**src/rtl/riscv_zero_pkg.sv**
```systemverilog
// Shared constants and the writeback entry type for the riscv_zero writeback path.
package riscv_zero_pkg;

  localparam int REG_ADDR_W = 5;
  localparam int XLEN       = 64;

  typedef struct packed {
    logic [REG_ADDR_W-1:0] rd;
    logic [XLEN-1:0]       data;
  } wb_entry_t;

endpackage

```
**src/rtl/riscv_zero_wb_fifo.sv**
```systemverilog
// Generic synchronous FIFO with flush; DEPTH must be a power of two so the
// pointers wrap naturally.
module riscv_zero_wb_fifo #(
  parameter int DEPTH = 2,
  parameter int WIDTH = 8
) (
  input  logic                   clk_i,
  input  logic                   reset_i,
  input  logic                   flush_i,
  input  logic                   push_i,
  input  logic                   pop_i,
  input  logic [WIDTH-1:0]       wdata_i,
  output logic [WIDTH-1:0]       rdata_o,
  output logic                   full_o,
  output logic                   empty_o,
  output logic [$clog2(DEPTH):0] count_o
);

  localparam int AW = $clog2(DEPTH);
  localparam logic [AW:0] FULL_CNT = (AW+1)'(DEPTH);

  logic [WIDTH-1:0] mem_q [DEPTH];
  logic [AW-1:0]    wptr_q, wptr_d, rptr_q, rptr_d;
  logic [AW:0]      count_q, count_d;
  logic             do_push, do_pop;

  assign full_o  = (count_q == FULL_CNT);
  assign empty_o = (count_q == '0);
  assign count_o = count_q;
  assign rdata_o = mem_q[rptr_q];

  assign do_push = push_i && !full_o && !flush_i;
  assign do_pop  = pop_i && !empty_o;

  // Next pointers and occupancy; flush drops everything at the edge.
  always_comb begin
    wptr_d  = wptr_q;
    rptr_d  = rptr_q;
    count_d = count_q;
    if (flush_i) begin
      wptr_d  = '0;
      rptr_d  = '0;
      count_d = '0;
    end else begin
      if (do_push) wptr_d = wptr_q + AW'(1);
      if (do_pop)  rptr_d = rptr_q + AW'(1);
      count_d = count_q + (AW+1)'(do_push) - (AW+1)'(do_pop);
    end
  end

  // Pointer/occupancy registers.
  always_ff @(posedge clk_i) begin
    if (reset_i) begin
      wptr_q  <= '0;
      rptr_q  <= '0;
      count_q <= '0;
    end else begin
      wptr_q  <= wptr_d;
      rptr_q  <= rptr_d;
      count_q <= count_d;
    end
  end

  // Storage; contents are don't-care while empty so no reset is needed.
  always_ff @(posedge clk_i) begin
    if (do_push) mem_q[wptr_q] <= wdata_i;
  end

endmodule

```
**src/rtl/riscv_zero_wb_arbiter.sv**
```systemverilog
// Shares the register-file write port between the buffered ALU path and the
// unbuffered load path. Loads win by default; an ALU head that has lost
// MAX_WAIT times in a row is forced through. Write port is registered.
module riscv_zero_wb_arbiter
  import riscv_zero_pkg::*;
#(
  parameter int DEPTH    = 2,
  parameter int MAX_WAIT = 3,
  parameter int XLEN     = riscv_zero_pkg::XLEN
) (
  input  logic                  clk,
  input  logic                  reset,
  input  logic                  flush,
  input  logic                  alu_valid,
  output logic                  alu_ready,
  input  logic [REG_ADDR_W-1:0] alu_rd,
  input  logic [XLEN-1:0]       alu_data,
  input  logic                  ld_valid,
  output logic                  ld_ready,
  input  logic [REG_ADDR_W-1:0] ld_rd,
  input  logic [XLEN-1:0]       ld_data,
  output logic                  reg_wenable,
  output logic [REG_ADDR_W-1:0] reg_waddr,
  output logic [XLEN-1:0]       reg_wdata,
  output logic                  collision_err
);

  localparam int CW = $clog2(DEPTH) + 1;
  localparam int SW = (MAX_WAIT > 0) ? $clog2(MAX_WAIT + 1) : 1;
  localparam int EW = REG_ADDR_W + XLEN;
  localparam logic [SW-1:0] STARVE_MAX = SW'(MAX_WAIT);

  logic [CW-1:0]         fifo_count;
  logic                  fifo_full, fifo_empty, fifo_push, fifo_pop;
  logic [EW-1:0]         fifo_rdata;
  logic                  unused_fifo_full;
  logic                  head_valid, force_alu, ld_grant, alu_grant, collision;
  logic [REG_ADDR_W-1:0] head_rd;
  logic [XLEN-1:0]       head_data;

  logic [SW-1:0]         starve_q, starve_d;
  logic                  wen_q, wen_d;
  logic [REG_ADDR_W-1:0] waddr_q, waddr_d;
  logic [XLEN-1:0]       wdata_q, wdata_d;
  logic                  err_q, err_d;

  assign unused_fifo_full = fifo_full;

  // Writes to x0 complete the handshake but never occupy a slot.
  assign alu_ready = (fifo_count < CW'(DEPTH)) && !flush;
  assign fifo_push = alu_valid && alu_ready && (alu_rd != '0);

  assign head_valid = !fifo_empty;
  assign head_rd    = fifo_rdata[XLEN +: REG_ADDR_W];
  assign head_data  = fifo_rdata[XLEN-1:0];

  assign force_alu = head_valid && (starve_q == STARVE_MAX);
  assign ld_grant  = ld_valid && !force_alu;
  assign ld_ready  = ld_grant;
  assign alu_grant = head_valid && !ld_grant;
  assign fifo_pop  = alu_grant;
  assign collision = head_valid && ld_valid && (head_rd == ld_rd) && (ld_rd != '0);

  riscv_zero_wb_fifo #(
    .DEPTH (DEPTH),
    .WIDTH (EW)
  ) u_fifo (
    .clk_i   (clk),
    .reset_i (reset),
    .flush_i (flush),
    .push_i  (fifo_push),
    .pop_i   (fifo_pop),
    .wdata_i ({alu_rd, alu_data}),
    .rdata_o (fifo_rdata),
    .full_o  (fifo_full),
    .empty_o (fifo_empty),
    .count_o (fifo_count)
  );

  // Next starvation count, write-port contents and sticky collision flag.
  always_comb begin
    starve_d = starve_q;
    if (flush || !head_valid || alu_grant) begin
      starve_d = '0;
    end else if (starve_q != STARVE_MAX) begin
      starve_d = starve_q + SW'(1);
    end

    wen_d   = 1'b0;
    waddr_d = waddr_q;
    wdata_d = wdata_q;
    if (ld_grant) begin
      if (ld_rd != '0) begin
        wen_d   = 1'b1;
        waddr_d = ld_rd;
        wdata_d = ld_data;
      end
    end else if (alu_grant) begin
      wen_d   = 1'b1;
      waddr_d = head_rd;
      wdata_d = head_data;
    end

    err_d = err_q | collision;
  end

  // Arbiter state and registered write port.
  always_ff @(posedge clk) begin
    if (reset) begin
      starve_q <= '0;
      wen_q    <= 1'b0;
      waddr_q  <= '0;
      wdata_q  <= '0;
      err_q    <= 1'b0;
    end else begin
      starve_q <= starve_d;
      wen_q    <= wen_d;
      waddr_q  <= waddr_d;
      wdata_q  <= wdata_d;
      err_q    <= err_d;
    end
  end

  assign reg_wenable   = wen_q;
  assign reg_waddr     = waddr_q;
  assign reg_wdata     = wdata_q;
  assign collision_err = err_q;

endmodule

```
**config.mk**
```make
export PLATFORM = sky130hd
export DESIGN_NAME = riscv_zero_wb_arbiter
export DESIGN_NICKNAME = d
export VERILOG_FILES = /design/src/rtl/riscv_zero_pkg.sv /design/src/rtl/riscv_zero_wb_fifo.sv /design/src/rtl/riscv_zero_wb_arbiter.sv
export SDC_FILE = /design/constraint.sdc
export NUM_CORES = 1
export LEC_CHECK = 0
export BUFFER_PORTS_ARGS = -buffer_cell sky130_fd_sc_hd__buf_2
export CAP_MARGIN = 20
export CORE_MARGIN = 8
export CORE_UTILIZATION = 48
export CTS_CLUSTER_DIAMETER = 60
export DETAILED_ROUTE_END_ITERATION = 6
export MAX_ROUTING_LAYER = met4
export PLACE_DENSITY = 0.74
export REMOVE_ABC_BUFFERS = 1
export SLEW_MARGIN = 25
export SYNTH_ARGS = -nofsm -noshare
export SYNTH_HDL_FRONTEND = slang
export SYNTH_SLANG_ARGS = --single-unit
```
**constraint.sdc**
```tcl
create_clock -name clk -period 3.9 [get_ports clk]
set_clock_uncertainty 0.1 [all_clocks]
set_input_delay 0 -clock clk [delete_from_list [all_inputs] [get_ports clk]]
set_output_delay 0 -clock clk [all_outputs]
set_load 0.01 [all_outputs]
```
Word level (Yosys, flattened, before mapping). Memories as Yosys holds them, arrays and structs flattened. A register that Yosys moved wholly into a read port is not among the register bits. Index checks and enable logic that the tools add are counted.

$add $sub $neg: 5. $lt $le $gt $ge: 1. Eq/ne operators: 5. Muxes and demuxes: 13. Bitwise logic cells: 1. Reduce and logical (&&, ||, !) cells: 26.

Operators with widths (count): $mux W64 (3); $mux W5 (3); $logic_and A1 B1 Y1 (12); $reduce_bool A5 Y1 (2); $mux W1 (7); $eq A5 B5 Y1 (1); $logic_not A1 Y1 (5); $eq A2 B2 Y1 const B (2); $reduce_or A2 Y1 (2); $add A1 B1 Y1 const B (2); $add A2 B1 Y2 (1); $add A2 B1 Y2 const B (1); $logic_not A2 Y1 (1); $logic_or A1 B1 Y1 (2); $lt A2 B2 Y1 const B (1); $ne A2 B1 Y1 const B (1); $ne A2 B2 Y1 const B (1); $reduce_and A2 Y1 (1); $reduce_bool A2 Y1 (1); $sub A2 B1 Y2 (1); $or A1 B1 Y1 (1).

Bits in registers: 77. Memory bits (writable): 138. Input port bits: 143. Output and inout bits: 73. Logic and storage cells: 60. Memories: 1.

Memories: u_fifo.mem_q (depth 2, width 69, read ports 1, clocked after memory_dff 1, write ports 1, line riscv_zero_wb_fifo.sv:22) `logic [WIDTH-1:0] mem_q [DEPTH];`.

Depth between registers and ports, before layout. Gate-level depths: netlist (run 1).

Word-level depth: 10. Depth in mapped cells: 10. Mapped depth without buffers: 9.

By module. A second synthesis (run 1) with hierarchy kept.

Cells, all modules: 579. Area total of the unflattened synthesis: 8901.0 µm².

By module, submodules not included: riscv_zero_wb_fifo (times used 1, cells an instance 241, area each 5272.6 µm², sequential area each 4244.1 µm²); riscv_zero_wb_arbiter (times used 1, cells an instance 338, area each 3628.5 µm², sequential area each 1461.4 µm²).

Worst setup path before layout (run 1). No wires, ideal clock.

Path kind: flip-flop to flip-flop. Start point: reg u_fifo.count_q[1] (netlist: u_fifo.count_o[1]). End point: mem u_fifo.mem_q[0][0] in the netlist's numbering (enable). Library setup time: 0.497 ns. Arrival: 3.673 ns. Data required time: 3.303 ns. Slack: -0.370 ns. Cell stages (with the launch flop): 4. Path buffers: 0. Clock period less this slack: 4.270 ns. Path through: dfxtp_1 -> nor2_1 -> o211ai_2 -> nor2_1.

Longest elaborated chain between the ends: 8. Elaborated cells on any way between the ends: 10. Classes of those cells: order compare (1); eq/ne (1); mux (2); reduce/logical (6).

RTL lines: from (decl) (line riscv_zero_wb_fifo.sv:24) `logic [AW:0] count_q, count_d;`; from (signal assigned) (line riscv_zero_wb_fifo.sv:60) `count_q <= count_d;`; $lt A2 B2 Y1 (line riscv_zero_wb_arbiter.sv:50) `assign alu_ready = (fifo_count < CW'(DEPTH)) && !flush;`; $logic_and A1 B1 Y1 (line riscv_zero_wb_arbiter.sv:50); via alu_ready (line riscv_zero_wb_arbiter.sv:15) `output logic alu_ready,`; $logic_and A1 B1 Y1 (2 in series) (line riscv_zero_wb_arbiter.sv:51) `assign fifo_push = alu_valid && alu_ready && (alu_rd != '0);`; $logic_and A1 B1 Y1 (2 in series) (line riscv_zero_wb_fifo.sv:32) `assign do_push = push_i && !full_o && !flush_i;`; $mux W1 (line riscv_zero_wb_fifo.sv:66) `if (do_push) mem_q[wptr_q] <= wdata_i;`; $mux W1 (not written as such) (line riscv_zero_wb_fifo.sv:66); to (decl) (line riscv_zero_wb_fifo.sv:22).

The timed path passes the listed nets, and every way through them passes these cells.

Worst setup path in the final report (run 1).
Start point: reg starve_q[0]. End point: reg waddr_q[2] (netlist: reg_waddr[2]).

Longest elaborated chain between the ends: 8. Elaborated cells on any way between the ends: 10. Classes of those cells: eq/ne (2); mux (1); reduce/logical (7).

RTL lines: from (decl) (line riscv_zero_wb_arbiter.sv:41) `logic [SW-1:0] starve_q, starve_d;`; from (signal assigned) (line riscv_zero_wb_arbiter.sv:116) `starve_q <= starve_d;`; $eq A2 B2 Y1 * (line riscv_zero_wb_arbiter.sv:57) `assign force_alu = head_valid && (starve_q == STARVE_MAX);`; $logic_and A1 B1 Y1 * (line riscv_zero_wb_arbiter.sv:57); $logic_not A1 Y1 * (line riscv_zero_wb_arbiter.sv:58) `assign ld_grant = ld_valid && !force_alu;`; $logic_and A1 B1 Y1 * (line riscv_zero_wb_arbiter.sv:58); $logic_not A1 Y1 (line riscv_zero_wb_arbiter.sv:60) `assign alu_grant = head_valid && !ld_grant;`; $logic_and A1 B1 Y1 (line riscv_zero_wb_arbiter.sv:60); $reduce_bool A2 Y1 (no line); $reduce_and A2 Y1 (no line); to (signal assigned) (line riscv_zero_wb_arbiter.sv:118) `waddr_q <= waddr_d;`; to (decl) (line riscv_zero_wb_arbiter.sv:43) `logic [REG_ADDR_W-1:0] waddr_q, waddr_d;`.

Mark *: on every way between the ends. The rest lies on a longest branch, timed or not. A chain may end at the register's enable or synchronous reset.

==> out/metrics.yaml, run 1 <==
yosys:
  most_numerous_cell_types_in_the_synthesized_netlist: "a21oi_1 (139), edfxtp_1 (138), dfxtp_1 (78)"
  synth_top_family_by_area: "compound AO/OA/AOI/OAI gates"
  synthesis.area_um2: 8772
  yosysMostFrequentCell: "a21oi_1"
  async_flop_share: 0
  seq_cells_post_synth: 216
  dominant_cells_by_area_after_synthesis: "edfxtp_1 (47%), dfxtp_1 (18%), a21oi_1 (7.9%), mux2i_1 (7.9%), and3_1 (4.9%)"
  muxShareOfSynthArea: 0.07873
  netlist-cell-type-count: 33
  yosysWarningCount: 0
  synthXorXnorAreaFrac: 0.008986
  yosys.area_share.adder: 0.004279
  synth_largest_area_cell: "edfxtp_1"
  synth_flop_type: "edfxtp_1"
  synthesis.area_per_instance_um2: 11.90
  synthesis.instances: 737
  synth-simple-area-share: 0.09214
  post-synth-top-area-fraction: 0.4724
  synth-seq-area-share: 0.6504
  synth_enable_flop_cells: 138
  synth_compound_gate_area_share: 0.1275
route:
  detail_route.first_pass.iterations: 4
  ant_nets: 0
  first_iter_violations: 421
  dr_total_vias: 7052
  average_wire_length_per_cell_after_detail_routing_um: 18.20
  totalWireLength_um: 23980
  viasPerCell: 5.355
  drc_errors: 0
sta:
  rsz0062_at_grt: "no"
  worstMarginPinSlew_ps: 780.1
  post-route-worst-setup-slack_ps: 1253
  slew_headroom: 0.4799
  hold_viol_final: 0
  timing.final.crit_period_ps: 2647
  finalMaxSlewViolations: 0
  fmax_mhz: 377.8
  final.period_utilization: 0.6787
  setup_viol: 0
  hold_slack_ps: 125.3
worst_hold_path:
  holdCritStartpoint: "alu_data[63]"
  worst_hold_path_type: "in2reg"
  holdPathStages: 2
  holdPathEnd: "u_fifo.mem_q[1][63]$_DFFE_PP_"
place:
  place_hpwl_um: 13810
  io_buffers: 215
  place_congestion: 0.7562
  place.detailed.instances: 1133
  dpl_cell_area_um2: 10030
  detailedPlace.worstSlack_ps: 1218
grt:
  grt_busiest_layer: "met2"
  number_of_antenna_violations_at_the_first_check_in_global_routing: 0
  grt_max_degree: 81
  grt_util_met3: 0.03197
  vias_in_the_first_global_route: 7144
  grt_use_met2: 0.3591
  globalRouteMet1Util: 0.2522
  groute.usage.overall: 0.2107
  wire_length_of_the_first_global_routing_pass_um: 37200
  gr-total-overflow: 0
clocking:
  clock_latency_late_sink_ps: 490
  cts_resized: 0
  cts_root_buffer: "clkbuf_16"
  cts_tree: "built"
  cts.htree.levels: 1
  cts.sink_count: 216
  cts_max_path_buffers: 3
  cts_buffers: 23
  clock_slew_at_reported_path_ffs_ps: 60
worst_setup_path:
  critical_path_maximum_fanout: 51
  cp-end-kind: "register"
  reg2reg_setup_slack_ps: 1250
  startpoint_type: "register"
  rr_endpoint: "reg_waddr[2]$_SDFFE_PP0P_"
  critical_path.reg2reg.startpoint: "starve_q[0]$_SDFFE_PP0P_"
  arrival_ps: 2970
  reg2regPathDepth: 7
  cp.required_ps: 4220
  worst-setup-path-type: "reg2reg"
layout:
  final_nets: 1217
  drive_above_1_share: 0.2475
  stdcell_area_um2: 12130
  area_growth_synth_to_finish_pct: 38.25
  nFillCells: 1279
  instances_no_fill: 1317
status:
  outcome: "completed"
die:
  num_rows: 49
  core_area_um2: 17960
  die_width_um: 151.2
  initial_utilization: 0.4883
  io_pins: 216
  design.die.area_um2: 22860
  die_height_um: 151.2
power_and_ir_drop:
  power-per-cell-area_nw_per_um2: 422.1
  total_power_w: 0.005119
  ir_worst_vdd_uv: 362.8
  cellLeakagePower_nw: 4.798
run:
  cap_viol_max_count: 0
timing repair:
item / in CTS / in global routing
setup buffers: 0 / 0
hold endpoints to repair: 215 / 44
hold buffers: 141 / 1
setup endpoints to repair: 0 / 0
cells by family after synthesis:
logic type / Yosys count
buf+inv: 68
flops: 216
fa+ha+maj: 3
simple gates: 157
xor+xnor: 9
mux: 69
compound gates: 215
critical path, cell delays in order, from the launching register on:
cell	delay [ps]
dfxtp_1	330
ha_1	220
o21ai_4	150
buf_16	200
a41oi_4	560
buf_4	590
o21ai_0	210
a21oi_1	180
layer usage:
metal | share of wire | wire length [µm]
met1 | 0.40 | 9702
met2 | 0.51 | 12190
met3 | 0.060 | 1436
met4 | 0.027 | 642
met5 | 0 | 0
cell type report:
type / count / area [µm²] / share of cell area
Sequential cell: 216 / 5709 / 0.4708
Multi-Input combinational cell: 453 / 2769 / 0.2283
Timing Repair Buffer: 372 / 2668 / 0.2200
Clock buffer: 36 / 644.4 / 0.05313
Tap cell: 229 / 286.5 / 0.02363
Clock inverter: 5 / 30.03 / 0.002476
Inverter: 5 / 18.77 / 0.001548
Antenna cell: 1 / 2.502 / 0.0002063
cells in the final DEF, fill, tap and decap left out, types with 2 or more instances in the layout:
cell,count
o21ai_0,6
buf_4,14
xor2_1,3
nand2_1,69
clkbuf_16,23
buf_2,213
clkbuf_1,11
o21ai_1,64
a21oi_1,139
nor2_1,3
ha_1,3
edfxtp_1,138
xnor2_1,6
clkbuf_8,2
inv_1,5
dfxtp_1,77
and2_1,2
buf_16,2
mux2i_1,69
clkinv_2,2
nor2_4,2
dlygate4sd3_1,142
and3_1,69
nor3_1,5
power by group:
part	internal [W]	switching [W]	leakage (nW)
logic	0.000282	0.000296	2.57
registers	0.00253	0.0000431	1.91
clock network	0.00113	0.000831	0.325
worst max-delay path by stage:
stage	from	endpoint
4_1_cts	starve_q[0]$_SDFFE_PP0P_	reg_waddr[2]$_SDFFE_PP0P_
3_5_place_dp	starve_q[0]$_SDFFE_PP0P_	reg_waddr[2]$_SDFFE_PP0P_
3_3_place_gp	u_fifo.count_o[1]$_SDFF_PP0_	reg_waddr[0]$_SDFFE_PP0P_
5_1_grt	starve_q[0]$_SDFFE_PP0P_	reg_waddr[2]$_SDFFE_PP0P_
2_1_floorplan	u_fifo.count_o[1]$_SDFF_PP0_	reg_wdata[0]$_SDFFE_PP0P_
6_report	starve_q[0]$_SDFFE_PP0P_	reg_waddr[2]$_SDFFE_PP0P_
state kept, by name (all words and copies together) (netlist names), named ones only:
| name | cells |
|---|---|
| collision_err | 1 |
| reg_wdata | 64 |
| u_fifo.rptr_q | 1 |
| starve_q | 2 |
| reg_waddr | 5 |
| u_fifo.mem_q | 138 |
| u_fifo.count_o | 2 |
| reg_wenable | 1 |
| u_fifo.wptr_q | 1 |
through the flow:
| step | utilization | setup TNS [ps] |
|---|---|---|
| floorplan | - | -110270 |
| global placement | 0.5551 | 0 |
| detailed placement | 0.5582 | 0 |
| CTS | 0.6743 | 0 |
| global route | 0.6750 | 0 |
| finish | 0.6751 | 0 |
No activity file was read; power rests on OpenSTA's default activity.
==> inputs of run 2 (changes only) <==
--- a/config.mk
+++ b/config.mk
@@ -8,11 +8,11 @@
 export BUFFER_PORTS_ARGS = -buffer_cell sky130_fd_sc_hd__buf_2
 export CAP_MARGIN = 20
 export CORE_MARGIN = 8
-export CORE_UTILIZATION = 48
+export CORE_UTILIZATION = 53
 export CTS_CLUSTER_DIAMETER = 60
 export DETAILED_ROUTE_END_ITERATION = 6
 export MAX_ROUTING_LAYER = met4
-export PLACE_DENSITY = 0.74
+export PLACE_DENSITY = 0.77
 export REMOVE_ABC_BUFFERS = 1
 export SLEW_MARGIN = 25
 export SYNTH_ARGS = -nofsm -noshare
==> constraint.sdc (replaced) <==
create_clock -name clk -period 2.8 [get_ports clk]
set_clock_uncertainty 0.1 [all_clocks]
set_input_delay 0 -clock clk [delete_from_list [all_inputs] [get_ports clk]]
set_output_delay 0 -clock clk [all_outputs]
set_load 0.01 [all_outputs]
==> out/metrics.yaml, run 2 (synthesized netlist as in run 1, its figures left out) <==
route:
  viasPerCell: 5.474
  dr_total_vias: 7133
  average_wire_length_per_cell_after_detail_routing_um: 18.77
  first_iter_violations: 493
  totalWireLength_um: 24450
  detail_route.first_pass.iterations: 5
  drc_errors: 0
  ant_nets: 0
worst_setup_path:
  rr_endpoint: "collision_err$_SDFF_PP0_"
  crit_end: "collision_err$_SDFF_PP0_"
  reg2reg_setup_slack_ps: 390
  arrival_ps: 2740
  critical_path_cell_by_cell: "mux2i_1 > xor2_1 > nand4_1 > o41ai_2 > dlygate4sd3_1"
  cp_max_delay_cell: "dfxtp_4"
  critical_path_maximum_fanout: 32
  cp-end-kind: "register"
  cp.required_ps: 3130
  startpoint_type: "register"
  timing.critical_path.slowest_cell_delay_ps: 750
  reg2regPathDepth: 5
  worst-setup-path-type: "reg2reg"
layout:
  stdcell_area_um2: 12090
  final_nets: 1213
  drive_above_1_share: 0.2468
  combined_area_of_the_multi_input_logic_cells_um2: 2769
  layout_commonest_cell: "buf_2"
  layout.core_utilization: 0.7366
  ff_latch_area_um2: 5709
  largest_reg_flops: 138
  commonest_cells_after_routing_fill_and_taps_aside: "buf_2 (214), dlygate4sd3_1 (141), a21oi_1 (139)"
  nFillCells: 1026
  largest_register: "u_fifo.mem_q"
  area_growth_synth_to_finish_pct: 37.77
die:
  core_area_um2: 16410
  io_pins: 216
  initial_utilization: 0.5347
  num_rows: 47
  die_width_um: 144.7
  die_height_um: 144.7
  design.die.area_um2: 20920
grt:
  gr-total-overflow: 0
  wire_length_of_the_first_global_routing_pass_um: 37470
  grt_max_degree: 98
  number_of_antenna_violations_at_the_first_check_in_global_routing: 0
  groute.usage.overall: 0.2353
  vias_in_the_first_global_route: 7247
sta:
  hold_slack_ps: 62.98
  final.period_utilization: 0.8625
  hold_viol_final: 0
  finalMaxSlewViolations: 0
  post-route-worst-setup-slack_ps: 385.1
  rsz0062_at_grt: "no"
  slew_headroom: 0.3685
  fmax_mhz: 414.1
  timing.final.crit_period_ps: 2415
  worstMarginPinSlew_ps: 947.3
  setup_viol: 0
power_and_ir_drop:
  ir_worst_vdd_uv: 484.5
  power-per-cell-area_nw_per_um2: 592.6
  cellLeakagePower_nw: 4.775
  total_power_w: 0.007162
place:
  dpl_cell_area_um2: 9991
  io_buffers: 215
  detailedPlace.worstSlack_ps: 679.6
  place_congestion: 0.8174
  place_hpwl_um: 13330
status:
  outcome: "completed"
worst_hold_path:
  holdCritStartpoint: "reset"
  worst_hold_path_type: "in2reg"
clocking:
  cts_buffers: 23
  cts_resized: 0
  cts_tree: "built"
  cts.htree.levels: 1
  clock_slew_at_reported_path_ffs_ps: 60
  cts.sink_count: 216
  cts_max_path_buffers: 3
  cts_root_buffer: "clkbuf_16"
  clock_latency_late_sink_ps: 490
run:
  cap_viol_max_count: 0
run 2: cell types whose count changed in the layout (fill, tap and decap cells not counted), sizes merged:
cell / delta
clkinv: +1
buf: -3
dlygate4sd3: -1
clkbuf: -2
run 2: stage by stage:
step / cells / setup TNS, ps
2_1_floorplan: 674 / -343300
6_report: 1303 / 0
3_5_place_dp: 1121 / 0
4_1_cts: 1302 / 0
3_3_place_gp: 1121 / 0
5_1_grt: 1302 / 0
run 2: layout make-up:
type,count,share of cell area
antenna,1,0.0002071
clock buffer,34,0.05353
clock inverter,6,0.002795
inverter,5,0.001553
multi-input combinational,453,0.2291
sequential,216,0.4724
tap,220,0.02278
timing repair buffer,368,0.2176
run 2: critical path: cells and delay by family (launching register included):
kind | cells | cell delay, ps
DFF | 1 | 750
buffers and inverters | 1 | 590
muxes | 1 | 390
AOI/OAI and AO/OA | 1 | 210
xor gates and xnor gates | 1 | 190
and+or+nand+nor | 1 | 130
run 2: how the worst min path moves through the flow:
stage / to / slack [ps] / depth (start not counted)
2_1_floorplan: alu_ready / -40 / 1
3_3_place_gp: u_fifo.mem_q[1][27]$_DFFE_PP_ / 90 / 1
3_5_place_dp: u_fifo.mem_q[0][39]$_DFFE_PP_ / 90 / 1
4_1_cts: reg_wenable$_SDFF_PP0_ / 30 / 2
5_1_grt: reg_wenable$_SDFF_PP0_ / 70 / 2
6_report: reg_wenable$_SDFF_PP0_ / 60 / 2
run 2: what timing repair did:
item                                    CTS  global route
buffers inserted                          0             0
endpoints found under the setup margin    0             0
hold buffers                            141             0
endpoints found under the hold margin   215             0
run 2: routing by layer:
metal,track usage,vias up,wire length [µm]
li1,-,3359,-
met1,0.2849,3399,9758
met2,0.4018,338,12390
met3,0.03937,37,1858
met4,0.06462,0,444
met5,-,-,0
run 2: power breakdown:
| group | switching [W] | leakage, nW | total (W) | internal (W) |
|---|---|---|---|---|
| clock network | 0.00116 | 0.330 | 0.00275 | 0.00159 |
| registers | 0.0000585 | 1.91 | 0.00359 | 0.00353 |
| logic | 0.000423 | 2.54 | 0.000820 | 0.000397 |
==> inputs of run 3 (changes only) <==
--- a/config.mk
+++ b/config.mk
@@ -7,7 +7,6 @@
 export LEC_CHECK = 0
 export BUFFER_PORTS_ARGS = -buffer_cell sky130_fd_sc_hd__buf_2
 export CAP_MARGIN = 20
-export CORE_MARGIN = 8
 export CORE_UTILIZATION = 53
 export CTS_CLUSTER_DIAMETER = 60
 export DETAILED_ROUTE_END_ITERATION = 6
==> out/metrics.yaml, run 3 (synthesized netlist as in run 1, its figures left out) <==
route:
  detail_route.first_pass.iterations: 5
  first_iter_violations: 419
  drc_errors: 0
  average_wire_length_per_cell_after_detail_routing_um: 17.45
  dr_total_vias: 7072
  viasPerCell: 5.427
  ant_nets: 0
  totalWireLength_um: 22730
layout:
  largest_register: "u_fifo.mem_q"
  area_growth_synth_to_finish_pct: 38.94
  largest_reg_flops: 138
  instances_no_fill: 1303
  layout_commonest_cell: "buf_2"
  commonest_cells_after_routing_fill_and_taps_aside: "buf_2 (214), dlygate4sd3_1 (142), a21oi_1 (139)"
  drive_above_1_share: 0.2537
  final_nets: 1214
clocking:
  cts_resized: 0
  clock_latency_late_sink_ps: 500
  cts.htree.levels: 1
  clock_slew_at_reported_path_ffs_ps: 60
  cts_max_path_buffers: 3
  cts_root_buffer: "clkbuf_16"
  cts_tree: "built"
  cts.sink_count: 216
  cts_buffers: 22
grt:
  groute.usage.overall: 0.2672
  vias_in_the_first_global_route: 6919
  gr-total-overflow: 0
  grt_max_degree: 85
  wire_length_of_the_first_global_routing_pass_um: 34250
  number_of_antenna_violations_at_the_first_check_in_global_routing: 3
worst_setup_path:
  reg2reg_setup_slack_ps: 390
  cp_max_delay_cell: "dlygate4sd3_1"
  startpoint_type: "register"
  worst-setup-path-type: "reg2reg"
  worst_path_dominant_cell_family: "buffers and inverters"
  timing.critical_path.slowest_cell_delay_ps: 580
  cp-end-kind: "register"
  cp.required_ps: 3150
  critical_path_maximum_fanout: 21
  arrival_ps: 2750
  critical_path_cell_by_cell: "buf_4 > mux2i_1 > xnor2_1 > o41ai_2 > dlygate4sd3_1"
  path_buf_inv: 2
die:
  die_height_um: 130.7
  initial_utilization: 0.5482
  core_area_um2: 16000
  die_width_um: 130.7
  num_rows: 46
  design.die.area_um2: 17070
  io_pins: 216
sta:
  timing.final.crit_period_ps: 2405
  finalMaxSlewViolations: 0
  hold_viol_final: 0
  rsz0062_at_grt: "no"
  fmax_mhz: 415.8
  finalSetupTns_ps: 0
  slew_headroom: 0.4282
  final.period_utilization: 0.8590
  worstMarginPinSlew_ps: 857.7
  hold_slack_ps: 20.49
  setup_viol: 0
place:
  place_congestion: 0.7636
  place.detailed.instances: 1118
  place_hpwl_um: 12170
  io_buffers: 215
worst_hold_path:
  worst_hold_path_type: "in2reg"
power_and_ir_drop:
  cellLeakagePower_nw: 4.837
  power-per-cell-area_nw_per_um2: 614.2
  total_power_w: 0.007486
  ir_worst_vdd_uv: 424.1
  p_sw_frac: 0.2231
  clkPwrFrac: 0.412
  share_of_power_burned_in_combinational_logic: 0.109
  net-switching-power_w: 0.001670
  internal-power_w: 0.005816
  seq_power_share: 0.479
run:
  cap_viol_max_count: 0
status:
  outcome: "completed"
run 3: cell count changes in the layout (fill, tap and decap cells not counted), sizes merged:
| cell | change |
|---|---|
| buf | +1 |
| bufinv | +4 |
| clkbuf | -8 |
| clkinv | +6 |
| clkinvlp | -1 |
| diode | +2 |
| dlygate4sd3 | +1 |
| inv | -1 |
run 3: layout make-up:
class	count	area, µm²
flip-flops and latches	216	5709
fillers	1020	3812
multi-input cells	453	2769
repair buffers	370	2648
clock buffers	26	596.8
well taps	216	270.3
clock inverters	14	168.9
inverters	5	18.77
diodes	3	7.507
run 3: worst register-to-register path, cell delays in order (launching register included):
cell	delay, ps
dfxtp_4	460
buf_4	400
mux2i_1	360
xnor2_1	130
o41ai_2	320
dlygate4sd3_1	580
run 3: power by group through the flow:
stage	Sequential, W	Combinational [W]	Clock, W
after CTS	0.00358	0.000796	0.00313
after detailed placement	0.00365	0.000633	0
final	0.00359	0.000813	0.00309
after floorplan	0.00369	0.000268	0
after global placement	0.00364	0.000619	0
after global routing	0.00360	0.000884	0.00326
run 3: path summary, 6_finish.rpt:
check	startpoint	cells past startpoint	endpoint
min reg2reg	starve_q[0]$_SDFFE_PP0P_	1	starve_q[0]$_SDFFE_PP0P_
min	reset	2	reg_waddr[3]$_SDFFE_PP0P_
max reg2reg	register	5	collision_err$_SDFF_PP0_
max	register	5	collision_err$_SDFF_PP0_
run 3: stage by stage:
step	area [µm²]	worst slack, ps	util
2_1_floorplan	8458	-1951	-
3_3_place_gp	9993	872.9	0.6246
3_5_place_dp	9993	844.1	0.6246
4_1_cts	12180	438.4	0.7613
5_1_grt	12190	295.7	0.7617
6_report	12190	394.9	0.7617
run 3: timing repair:
| action | CTS | global route |
|---|---|---|
| buffers inserted | 0 | 0 |
| hold buffers | 142 | 0 |
| endpoints found under the hold margin | 215 | 0 |
run 3: per-layer routing:
metal | vias to the layer above | part of all wire | GRT usage
li1 | 3361 | - | -
met1 | 3370 | 0.41 | 0.3253
met2 | 293 | 0.50 | 0.4507
met3 | 48 | 0.069 | 0.05171
met4 | 0 | 0.024 | 0.08249
met5 | - | 0 | -
